`config.mk`:
```
export PLATFORM = sky130hd
export DESIGN_NAME = dlx_fetch_flat
export DESIGN_NICKNAME = d
export VERILOG_FILES = /design/src/rtl/dlx_pkg.sv /design/src/rtl/dlx_fetch_if.sv /design/src/rtl/dlx_fetch.sv /design/src/flat_wrapper.sv
export SDC_FILE = /design/constraint.sdc
export NUM_CORES = 1
export LEC_CHECK = 0
export ABC_AREA = 1
export BUFFER_PORTS_ARGS = -buffer_cell sky130_fd_sc_hd__buf_2
export CORE_ASPECT_RATIO = 0.5
export CORE_MARGIN = 2
export CORE_UTILIZATION = 36
export CTS_CLUSTER_DIAMETER = 80
export CTS_CLUSTER_SIZE = 28
export DETAILED_ROUTE_END_ITERATION = 16
export HOLD_SLACK_MARGIN = 0.02
export PLACE_DENSITY = 0.6
export SLEW_MARGIN = 20
export SYNTH_ARGS = -nofsm -noshare
export SYNTH_HDL_FRONTEND = slang
export SYNTH_SLANG_ARGS = --single-unit
```
`constraint.sdc`:
```
create_clock -name clk -period 1.9 [get_ports clk]
set_clock_uncertainty 0.1 [all_clocks]
set_input_delay 0.095 -clock clk [delete_from_list [all_inputs] [get_ports clk]]
set_output_delay 0.095 -clock clk [all_outputs]
set_load 0.03 [all_outputs]
```
`src/rtl/dlx_pkg.sv`:
```
// Shared types and constants for the DLX fetch path.
package dlx_pkg;

   typedef enum logic [1:0] {
      IDLE    = 2'd0,
      FETCH   = 2'd1,
      DELIVER = 2'd2,
      WAIT_EN = 2'd3
   } fetch_state_t;

   localparam logic [31:0] DLX_NOP        = 32'h0000_0000;
   localparam logic [31:0] DLX_WORD_BYTES = 32'd4;

   function automatic logic [31:0] word_align(input logic [31:0] addr);
      return {addr[31:2], 2'b00};
   endfunction

endpackage

```
`src/rtl/dlx_fetch_if.sv`:
```
// Instruction memory read channel: single outstanding word read, req held until ack.
interface dlx_fetch_if;

   logic        i_req;
   logic [31:0] i_addr;
   logic        i_ack;
   logic [31:0] i_rdata;

   modport master (
      output i_req,
      output i_addr,
      input  i_ack,
      input  i_rdata
   );

   modport slave (
      input  i_req,
      input  i_addr,
      output i_ack,
      output i_rdata
   );

endinterface

```
`src/rtl/dlx_fetch.sv`:
```
// DLX instruction fetch: owns the PC, reads instruction memory and strobes each word to decode.
module dlx_fetch
   import dlx_pkg::*;
#(
   parameter logic [31:0] RESET_PC = 32'h0000_0000
) (
   input  logic        clk,
   input  logic        reset_n,
   input  logic        fetch_en,
   input  logic        pc_load,
   input  logic [31:0] pc_new,
   dlx_fetch_if.master imem,
   output logic [31:0] instr,
   output logic        ID,
   output logic [31:0] pc_cur,
   output logic [31:0] pc_next,
   output logic        busy
);

   fetch_state_t state_q, state_d;
   logic [31:0]  pc_q, pc_d;
   logic         squash_q, squash_d;
   logic         started_q, started_d;
   logic         req_q, req_d;
   logic [31:0]  addr_q, addr_d;
   logic [31:0]  instr_q, instr_d;
   logic [31:0]  pc_cur_q, pc_cur_d;
   logic [31:0]  pc_next_q, pc_next_d;
   logic         id_q, id_d;

   logic [31:0]  load_pc;
   logic [31:0]  entry_pc;

   assign load_pc  = word_align(pc_new);
   // A redirect in the same cycle as FETCH entry steers the new request.
   assign entry_pc = pc_load ? load_pc : pc_q;

   always_comb begin
      state_d   = state_q;
      pc_d      = pc_q;
      squash_d  = squash_q;
      started_d = started_q;
      req_d     = req_q;
      addr_d    = addr_q;
      instr_d   = instr_q;
      pc_cur_d  = pc_cur_q;
      pc_next_d = pc_next_q;
      id_d      = 1'b0;

      if (pc_load) begin
         pc_d = load_pc;
      end

      unique case (state_q)
         IDLE: begin
            // First cycle out of reset only arms; a squash refetch passes straight through.
            if (started_q) begin
               state_d = FETCH;
               req_d   = 1'b1;
               addr_d  = entry_pc;
            end else begin
               started_d = 1'b1;
            end
         end
         FETCH: begin
            if (imem.i_ack) begin
               req_d = 1'b0;
               if (squash_q || pc_load) begin
                  squash_d = 1'b0;
                  state_d  = IDLE;
               end else begin
                  instr_d   = imem.i_rdata;
                  pc_cur_d  = addr_q;
                  pc_next_d = addr_q + DLX_WORD_BYTES;
                  pc_d      = addr_q + DLX_WORD_BYTES;
                  id_d      = 1'b1;
                  state_d   = DELIVER;
               end
            end else if (pc_load) begin
               squash_d = 1'b1;
            end
         end
         DELIVER: begin
            state_d = WAIT_EN;
         end
         WAIT_EN: begin
            if (fetch_en) begin
               state_d = FETCH;
               req_d   = 1'b1;
               addr_d  = entry_pc;
            end
         end
         default: begin
            state_d = IDLE;
         end
      endcase
   end

   always_ff @(posedge clk) begin
      if (!reset_n) begin
         state_q   <= IDLE;
         pc_q      <= RESET_PC;
         squash_q  <= 1'b0;
         started_q <= 1'b0;
         req_q     <= 1'b0;
         addr_q    <= 32'h0;
         instr_q   <= DLX_NOP;
         pc_cur_q  <= 32'h0;
         pc_next_q <= 32'h0;
         id_q      <= 1'b0;
      end else begin
         state_q   <= state_d;
         pc_q      <= pc_d;
         squash_q  <= squash_d;
         started_q <= started_d;
         req_q     <= req_d;
         addr_q    <= addr_d;
         instr_q   <= instr_d;
         pc_cur_q  <= pc_cur_d;
         pc_next_q <= pc_next_d;
         id_q      <= id_d;
      end
   end

   assign imem.i_req  = req_q;
   assign imem.i_addr = addr_q;
   assign instr       = instr_q;
   assign ID          = id_q;
   assign pc_cur      = pc_cur_q;
   assign pc_next     = pc_next_q;
   assign busy        = (state_q == FETCH);

endmodule
```
`src/flat_wrapper.sv`:
```
// flat-port wrapper written by rule: the top's interface ports become plain ports
module dlx_fetch_flat import dlx_pkg::*;
#(
   parameter logic [31:0] RESET_PC = 32'h0000_0000
)
  (clk, reset_n, fetch_en, pc_load, pc_new, instr, ID, pc_cur, pc_next, busy, imem_i_req, imem_i_addr, imem_i_ack, imem_i_rdata);
  dlx_fetch_if imem_i ();
  input  logic clk;
  input  logic reset_n;
  input  logic fetch_en;
  input  logic pc_load;
  input  logic [31:0] pc_new;
  output logic [31:0] instr;
  output logic ID;
  output logic [31:0] pc_cur;
  output logic [31:0] pc_next;
  output logic busy;
  output wire logic [$bits(imem_i.i_req)-1:0] imem_i_req;
  output wire logic [$bits(imem_i.i_addr)-1:0] imem_i_addr;
  input wire logic [$bits(imem_i.i_ack)-1:0] imem_i_ack;
  input wire logic [$bits(imem_i.i_rdata)-1:0] imem_i_rdata;
  assign imem_i_req = imem_i.i_req;
  assign imem_i_addr = imem_i.i_addr;
  assign imem_i.i_ack = imem_i_ack;
  assign imem_i.i_rdata = imem_i_rdata;
  dlx_fetch #(.RESET_PC(RESET_PC)) u_core (.clk(clk), .reset_n(reset_n), .fetch_en(fetch_en), .pc_load(pc_load), .pc_new(pc_new), .imem(imem_i), .instr(instr), .ID(ID), .pc_cur(pc_cur), .pc_next(pc_next), .busy(busy));
endmodule
```
==> reports/results.txt, run 1 <==
First-pass GRT wire length: 32300 um
Synth Area in Simple Gates: 19.5%
Vias/cell: 4.83
Port Buffer Count: 197
Worst Path Required: 2140 ps
Number of synthesized flops with an enable pin: 0
R2r startpoint: u_core.state_q[1]
Adder-cell area share of the yosys netlist: 1.31%
Startpoint Class: flop
Worst Hold Path Cells: 7
# Max-Cap Violations: 0
Largest family of logic cells by synthesized area: simple AND/OR/NAND/NOR gates
Crit Path Max Fanout: 38
Initial antenna violation count: 0
Synth cell types: 25
Post-route ant nets: 0
Final setup violation count: 0
Yosys warns: 0
Final #Nets: 1219
Yosys top cell area share: 49.0%
Remaining global-route overflow: 0
Crit-path leading delay family: buffers and inverters
Row count: 35
Critical R2R Capture: u_core.instr[13]
Placer Congestion: 0.828
Final Slew Violations: 0
Hold WS: 49.0 ps
Hpwl dp: 14100 um
Worst slew margin: 67.7%
Largest net degree at the start of global routing: 49
Clock Root Buffer: clkbuf_16
Clk slew on worst S/H paths: 70 ps
CTS Buf Count: 17
Syn nets: 955
Seq cells post-synth: 164
Most frequent CP cell: inv_2
Hold WC Path Type: input port to flop
Fraction of layout instances using a drive strength above 1: 28.7%
Max H-tree Level: 4
Wire per inst: 14.9 um
Routed WL: 20800 um
Status: completed
Skew-Pair Late Insertion Delay: 420 ps
Min-delay src: pc_new[29]
Vias in the first global route: 6323
Post-Synthesis Cells: 879
Ports: 200
Synth Area in XOR/XNOR: 0.392%
VDD IR max: 699 uV
Clock sink count: 164
R2R setup slack: 90 ps
CTS tree: built
Placed Area: 0.00808 mm^2
Syn-to-layout area delta: 41.4%
Most common cell in the netlist: nand2_1
Die W: 197 um
Pwr/cell area: 1330 mW/mm^2
Critical path endpoint category: flop
Fmax: 552 MHz
Initial DRC Count: 379
Pleak: 4.28 nW
Critical Path AT: 2050 ps
Commonest cells in the synthesized netlist: nand2_1 (177), dfxtp_1 (164), a21oi_1 (134)
Final TNS setup: 0 ps
Vias: 6749
Die height: 100 um
Ant. Diodes: 0
First drt pass iteration count: 4
Minimum clock period: 1810 ps
Worst path max stage delay: 360 ps
Fill cells: 1787
Async set-reset flop share out of synthesis: 0%
Seq/Total Area, Yosys: 49.0%
Hold endpoint: u_core.pc_q[29]
WS Path Type: flop to flop
Mux contribution to synthesized area: 4.87%
Die area: 0.0198 mm^2
Top area cells in the synthesized netlist: dfxtp_1 (49%), a21oi_1 (10%), nand2_1 (9.9%), o21ai_0 (7.0%), nor2_1 (6.3%)
Fin util: 51.7%
Top FF cell, synth: dfxtp_1
Clk buf depth: 2
Syn_area_per_cell: 7.62 um^2
Worst r2r path cells: 8
Critical path's slowest cell: dfxtp_4
Synth Area in Compound Gates: 18.2%
Starting Density: 36.6%
Yosys top cell by area: dfxtp_1
Least-Margin Pin Slew: 484 ps
Design area: 0.00947 mm^2
Core region area: 0.0183 mm^2
CP cell instances: inv_2, ha_2, inv_2, nor3_4, buf_6, buf_12, o21ai_0, nor2_1
Placed insts: 1298
DRC viols: 0
Final Non-Filler Cells: 1396
Crit share post-route: 95.3%
CP bufs+invs: 4
DP Worst Slack: -78.5 ps
Cell area after synthesis: 0.00670 mm^2
Overall power: 12.6 mW
Final Hold Vio Count: 0
Gr usage total: 20.7%
Final Worst Setup Slack: 89.5 ps
## worst min-delay path, cell delays in order
cell and delay, ps:
buf_2 100, inv_1 50, nand2_1 40, o21ai_0 90, a21oi_1 70, nand2_1 60, inv_1 30
## power by group
group	switching, mW	internal (mW)
clock network	1.52	2.07
logic	2.92	1.46
registers	0.560	4.09
## sequential cells by signal (all words and copies together), names as in the netlist
name / count
u_core.pc_q: 32
u_core.imem.i_addr: 32
u_core.squash_q: 1
u_core.instr: 32
u_core.pc_next: 32
u_core.state_q: 2
u_core.started_q: 1
u_core.pc_cur: 30
u_core.ID: 1
u_core.imem.i_req: 1
## logic make-up after synthesis
kind of cell               after synthesis
and+or+nand+nor                        327
AOI/OAI and AO/OA                      241
DFF                                    164
buffers and inverters                  108
muxes                                   29
adders and majority gates                7
xor gates and xnor gates                 3
## layer usage
| metal | up-vias | wire [um] | track usage [%] |
|---|---|---|---|
| met5 | - | 0 | 0 |
| met4 | 0 | 300 | 6.19 |
| met3 | 26 | 1230 | 5.25 |
| met2 | 187 | 9500 | 33.8 |
| met1 | 3126 | 9800 | 27.3 |
| li1 | 3410 | - | - |
## cells in the final DEF (no fill, tap or decap), types with 5 or more instances in the layout
master	n
a21oi_1	131
buf_12	6
buf_2	197
buf_4	26
clkbuf_16	19
dfxtp_1	158
dfxtp_2	5
dlygate4sd3_1	62
ha_1	6
inv_1	51
inv_6	5
mux2_2	29
nand2_1	175
nand3_1	23
nor2_1	106
nor2_2	9
o21ai_0	94
o21ai_1	7
## cell type report
cell class / count / area, um^2 / share of cell area [%]
Tap cell: 240 / 300 / 3.17
Multi-Input combinational cell: 607 / 3040 / 32.1
Timing Repair Buffer: 297 / 2020 / 21.3
Clock buffer: 20 / 467 / 4.93
Inverter: 56 / 213 / 2.25
Sequential cell: 164 / 3290 / 34.8
Clock inverter: 12 / 141 / 1.49
## how the worst max path moves through the flow
| stage | start | end | cells after the start |
|---|---|---|---|
| after global placement | u_core.state_q[1] | u_core.pc_next[0] | 8 |
| after global routing | u_core.state_q[1] | u_core.pc_next[19] | 7 |
| final | u_core.state_q[1] | u_core.instr[13] | 8 |
| after detailed placement | u_core.state_q[1] | u_core.pc_next[4] | 8 |
| after floorplan | u_core.state_q[1] | u_core.instr[22] | 9 |
| after CTS | u_core.state_q[1] | u_core.instr[14] | 9 |
## timing repair
item | CTS | global route
pin swaps | 1 | 5
setup endpoints to repair | 42 | 110
setup buffers | 0 | 2
hold buffers | 62 | 0
hold endpoints to repair | 91 | 0
gates cloned | 0 | 2
gates resized for setup | 1 | 34
Power figures use the tool's default switching activity.
==> inputs of run 2 (changes only) <==
Settings changed: CELL_PAD_IN_SITES_DETAIL_PLACEMENT set to 0, CELL_PAD_IN_SITES_GLOBAL_PLACEMENT set to 1, PLACE_DENSITY 0.6 to 0.79.
==> run 2 against run 1 <==
Compared with the run above: clock power fell by 6.1%; largest cell class unchanged; maximum frequency rose by 0.66%; critical path type unchanged; global-route usage rose by 0.27 points; cell count barely moved; power fell by 1.6%; critical path depth did not move; worst setup slack improved by 12 ps.
==> reports/results.txt, run 2 (synthesis gave the netlist of run 1 again) <==
Status: completed
CTS tree: built
Worst slew margin: 67.9% (+0.19 points)
CP cell instances: nand2_1, nor2_2, nand2_1, nor2_1, nand3_1, nand2_1, nand2_1, a21oi_1
Crit-path leading delay family: simple AND/OR/NAND/NOR gates
Final #Nets: 1220 (+0.082%)
Hpwl dp: 14000 um (-0.83%)
Hold WC Path Type: input port to flop
CTS Buf Count: 17 (unchanged)
Ant. Diodes: 0 (unchanged)
Skew-Pair Late Insertion Delay: 420 ps (about the same)
Placed insts: 1302 (+0.31%)
Pleak: 4.26 nW (-0.42%)
Critical Path AT: 2050 ps (about the same)
Setup crit start: u_core.imem.i_addr[4]
Remaining global-route overflow: 0 (unchanged)
Commonest non-fill, non-tap cell in the layout: buf_2
Port Buffer Count: 197 (unchanged)
Clk slew on worst S/H paths: 70 ps (about the same)
Most frequent CP cell: nand2_1
Vias: 6796 (+0.70%)
Max H-tree Level: 4 (unchanged)
Crit Path Max Fanout: 6 (-84%)
# Max-Cap Violations: 0 (unchanged)
Starting Density: 36.6% (unchanged)
Routed WL: 20800 um (about the same)
Worst Path Required: 2150 ps (about the same)
Most frequent cells in the layout: buf_2 (197), nand2_1 (176), dfxtp_1 (162), a21oi_1 (134), nor2_1 (109)
Fmax: 556 MHz (+0.66%)
Final Worst Setup Slack: 101 ps (+11.8 ps)
Multi-input gate area: 0.00300 mm^2 (-1.4%)
Final Non-Filler Cells: 1397 (+0.072%)
Final TNS setup: 0 ps (unchanged)
Syn-to-layout area delta: 40.4%
Clock sink count: 164 (unchanged)
Vias in the first global route: 6342 (+0.30%)
Final Slew Violations: 0 (unchanged)
RSZ-0062 raised after global routing: yes
Fill cells: 1766 (-1.2%)
Design area: 0.00941 mm^2 (-0.69%)
Critical R2R Capture: u_core.pc_q[31]
Largest net degree at the start of global routing: 93 (+90%)
Ports: 200 (unchanged)
Critical path's slowest cell: dfxtp_1
First-pass GRT wire length: 32800 um (+1.4%)
Worst path depth: 8 (unchanged)
Pwr/cell area: 1320 mW/mm^2 (-0.88%)
Register area: 0.00329 mm^2 (-0.23%)
Fin util: 51.4% (-0.36 points)
Clock Root Buffer: clkbuf_16
Die W: 197 um (unchanged)
First drt pass iteration count: 5 (+1)
VDD IR max: 652 uV (-6.7%)
Initial DRC Count: 315 (-17%)
Routed met3 length: 1210 um (-1.2%)
Die area: 0.0198 mm^2 (unchanged)
Final Hold Vio Count: 0 (unchanged)
R2R setup slack: 100 ps (about the same)
DP Worst Slack: -16.0 ps (+62.5 ps)
WS Path Type: flop to flop
Max layer used: met4
Gr usage total: 21.0% (+0.27 points)
Least-Margin Pin Slew: 481 ps (-2.80 ps)
Minimum clock period: 1800 ps (-11.8 ps)
Worst Setup EP: u_core.pc_q[31]
Fraction of layout instances using a drive strength above 1: 27.3% (-1.4 points)
DRC viols: 0 (unchanged)
Clk buf depth: 2 (unchanged)
Placer Congestion: 0.779 (-6.0%)
CP bufs+invs: 0 (-4)
Core region area: 0.0183 mm^2 (unchanged)
Met1 WL: 9940 um (+1.5%)
Initial antenna violation count: 0 (unchanged)
WL met2: 9540 um (+0.36%)
Final setup violation count: 0 (unchanged)
Worst r2r path cells: 8 (unchanged)
Row count: 35 (unchanged)
Crit share post-route: 94.7% (-0.62 points)
Worst path max stage delay: 430 ps (+70 ps)
Post-route ant nets: 0 (unchanged)
Critical path endpoint category: flop
Vias/cell: 4.86 (+0.62%)
Die height: 100 um (unchanged)
Wire per inst: 14.9 um (about the same)
Startpoint Class: flop
R2r startpoint: u_core.imem.i_addr[4]
Placed Area: 0.00816 mm^2 (+0.99%)
==> run 2: stage by stage <==
step                total power, mW  hold slack [ps]
finish                         12.4             37.3
detailed placement             8.97              222
CTS                            12.5             20.1
global route                   13.2             68.7
global placement               8.89              217
floorplan                      7.33             95.1
==> run 2: worst min path at each step <==
stage	start	end	cells past startpoint
2_1_floorplan	imem_i_ack	u_core.squash_q	1
3_3_place_gp	imem_i_rdata[24]	u_core.instr[24]	3
3_5_place_dp	imem_i_rdata[14]	u_core.instr[14]	3
4_1_cts	pc_new[18]	u_core.pc_q[18]	4
5_1_grt	pc_new[18]	u_core.imem.i_addr[18]	4
6_report	pc_new[18]	u_core.pc_q[18]	4
==> run 2: cell type report <==
type	count	share of cell area (%)
flip-flops and latches	164	34.9
inverters	56	2.26
repair buffers	298	21.6
well taps	240	3.19
clock inverters	10	1.06
multi-input cells	607	31.9
clock buffers	22	5.04
==> run 2: worst reg2reg max path, cell delays in order (launching register included) <==
cell and delay, ps:
dfxtp_1 430, nand2_1 90, nor2_2 240, nand2_1 180, nor2_1 310, nand3_1 120
nand2_1 90, nand2_1 60, a21oi_1 130
==> run 2: layer usage <==
layer	vias up	GRT usage, %
met5	-	0
met4	0	5.03
met3	12	4.62
met2	193	34.4
met1	3168	28.4
li1	3423	-
==> run 2: power breakdown <==
group / total (mW) / internal, mW / switching [mW] / leakage [nW]
Sequential: 4.63 / 4.08 / 0.548 / 1.34
Combinational: 4.43 / 1.49 / 2.94 / 2.65
Clock: 3.37 / 1.92 / 1.45 / 0.269
Total: 12.4 / 7.49 / 4.94 / 4.26
==> run 2: repair_timing <==
action                     CTS  global route
setup endpoints to repair   13           108
hold buffers                61             0
hold endpoints to repair    83             0
cloned                       0             1
buffers inserted             0             1
pin swaps                    0             2
gates resized for setup      1            11
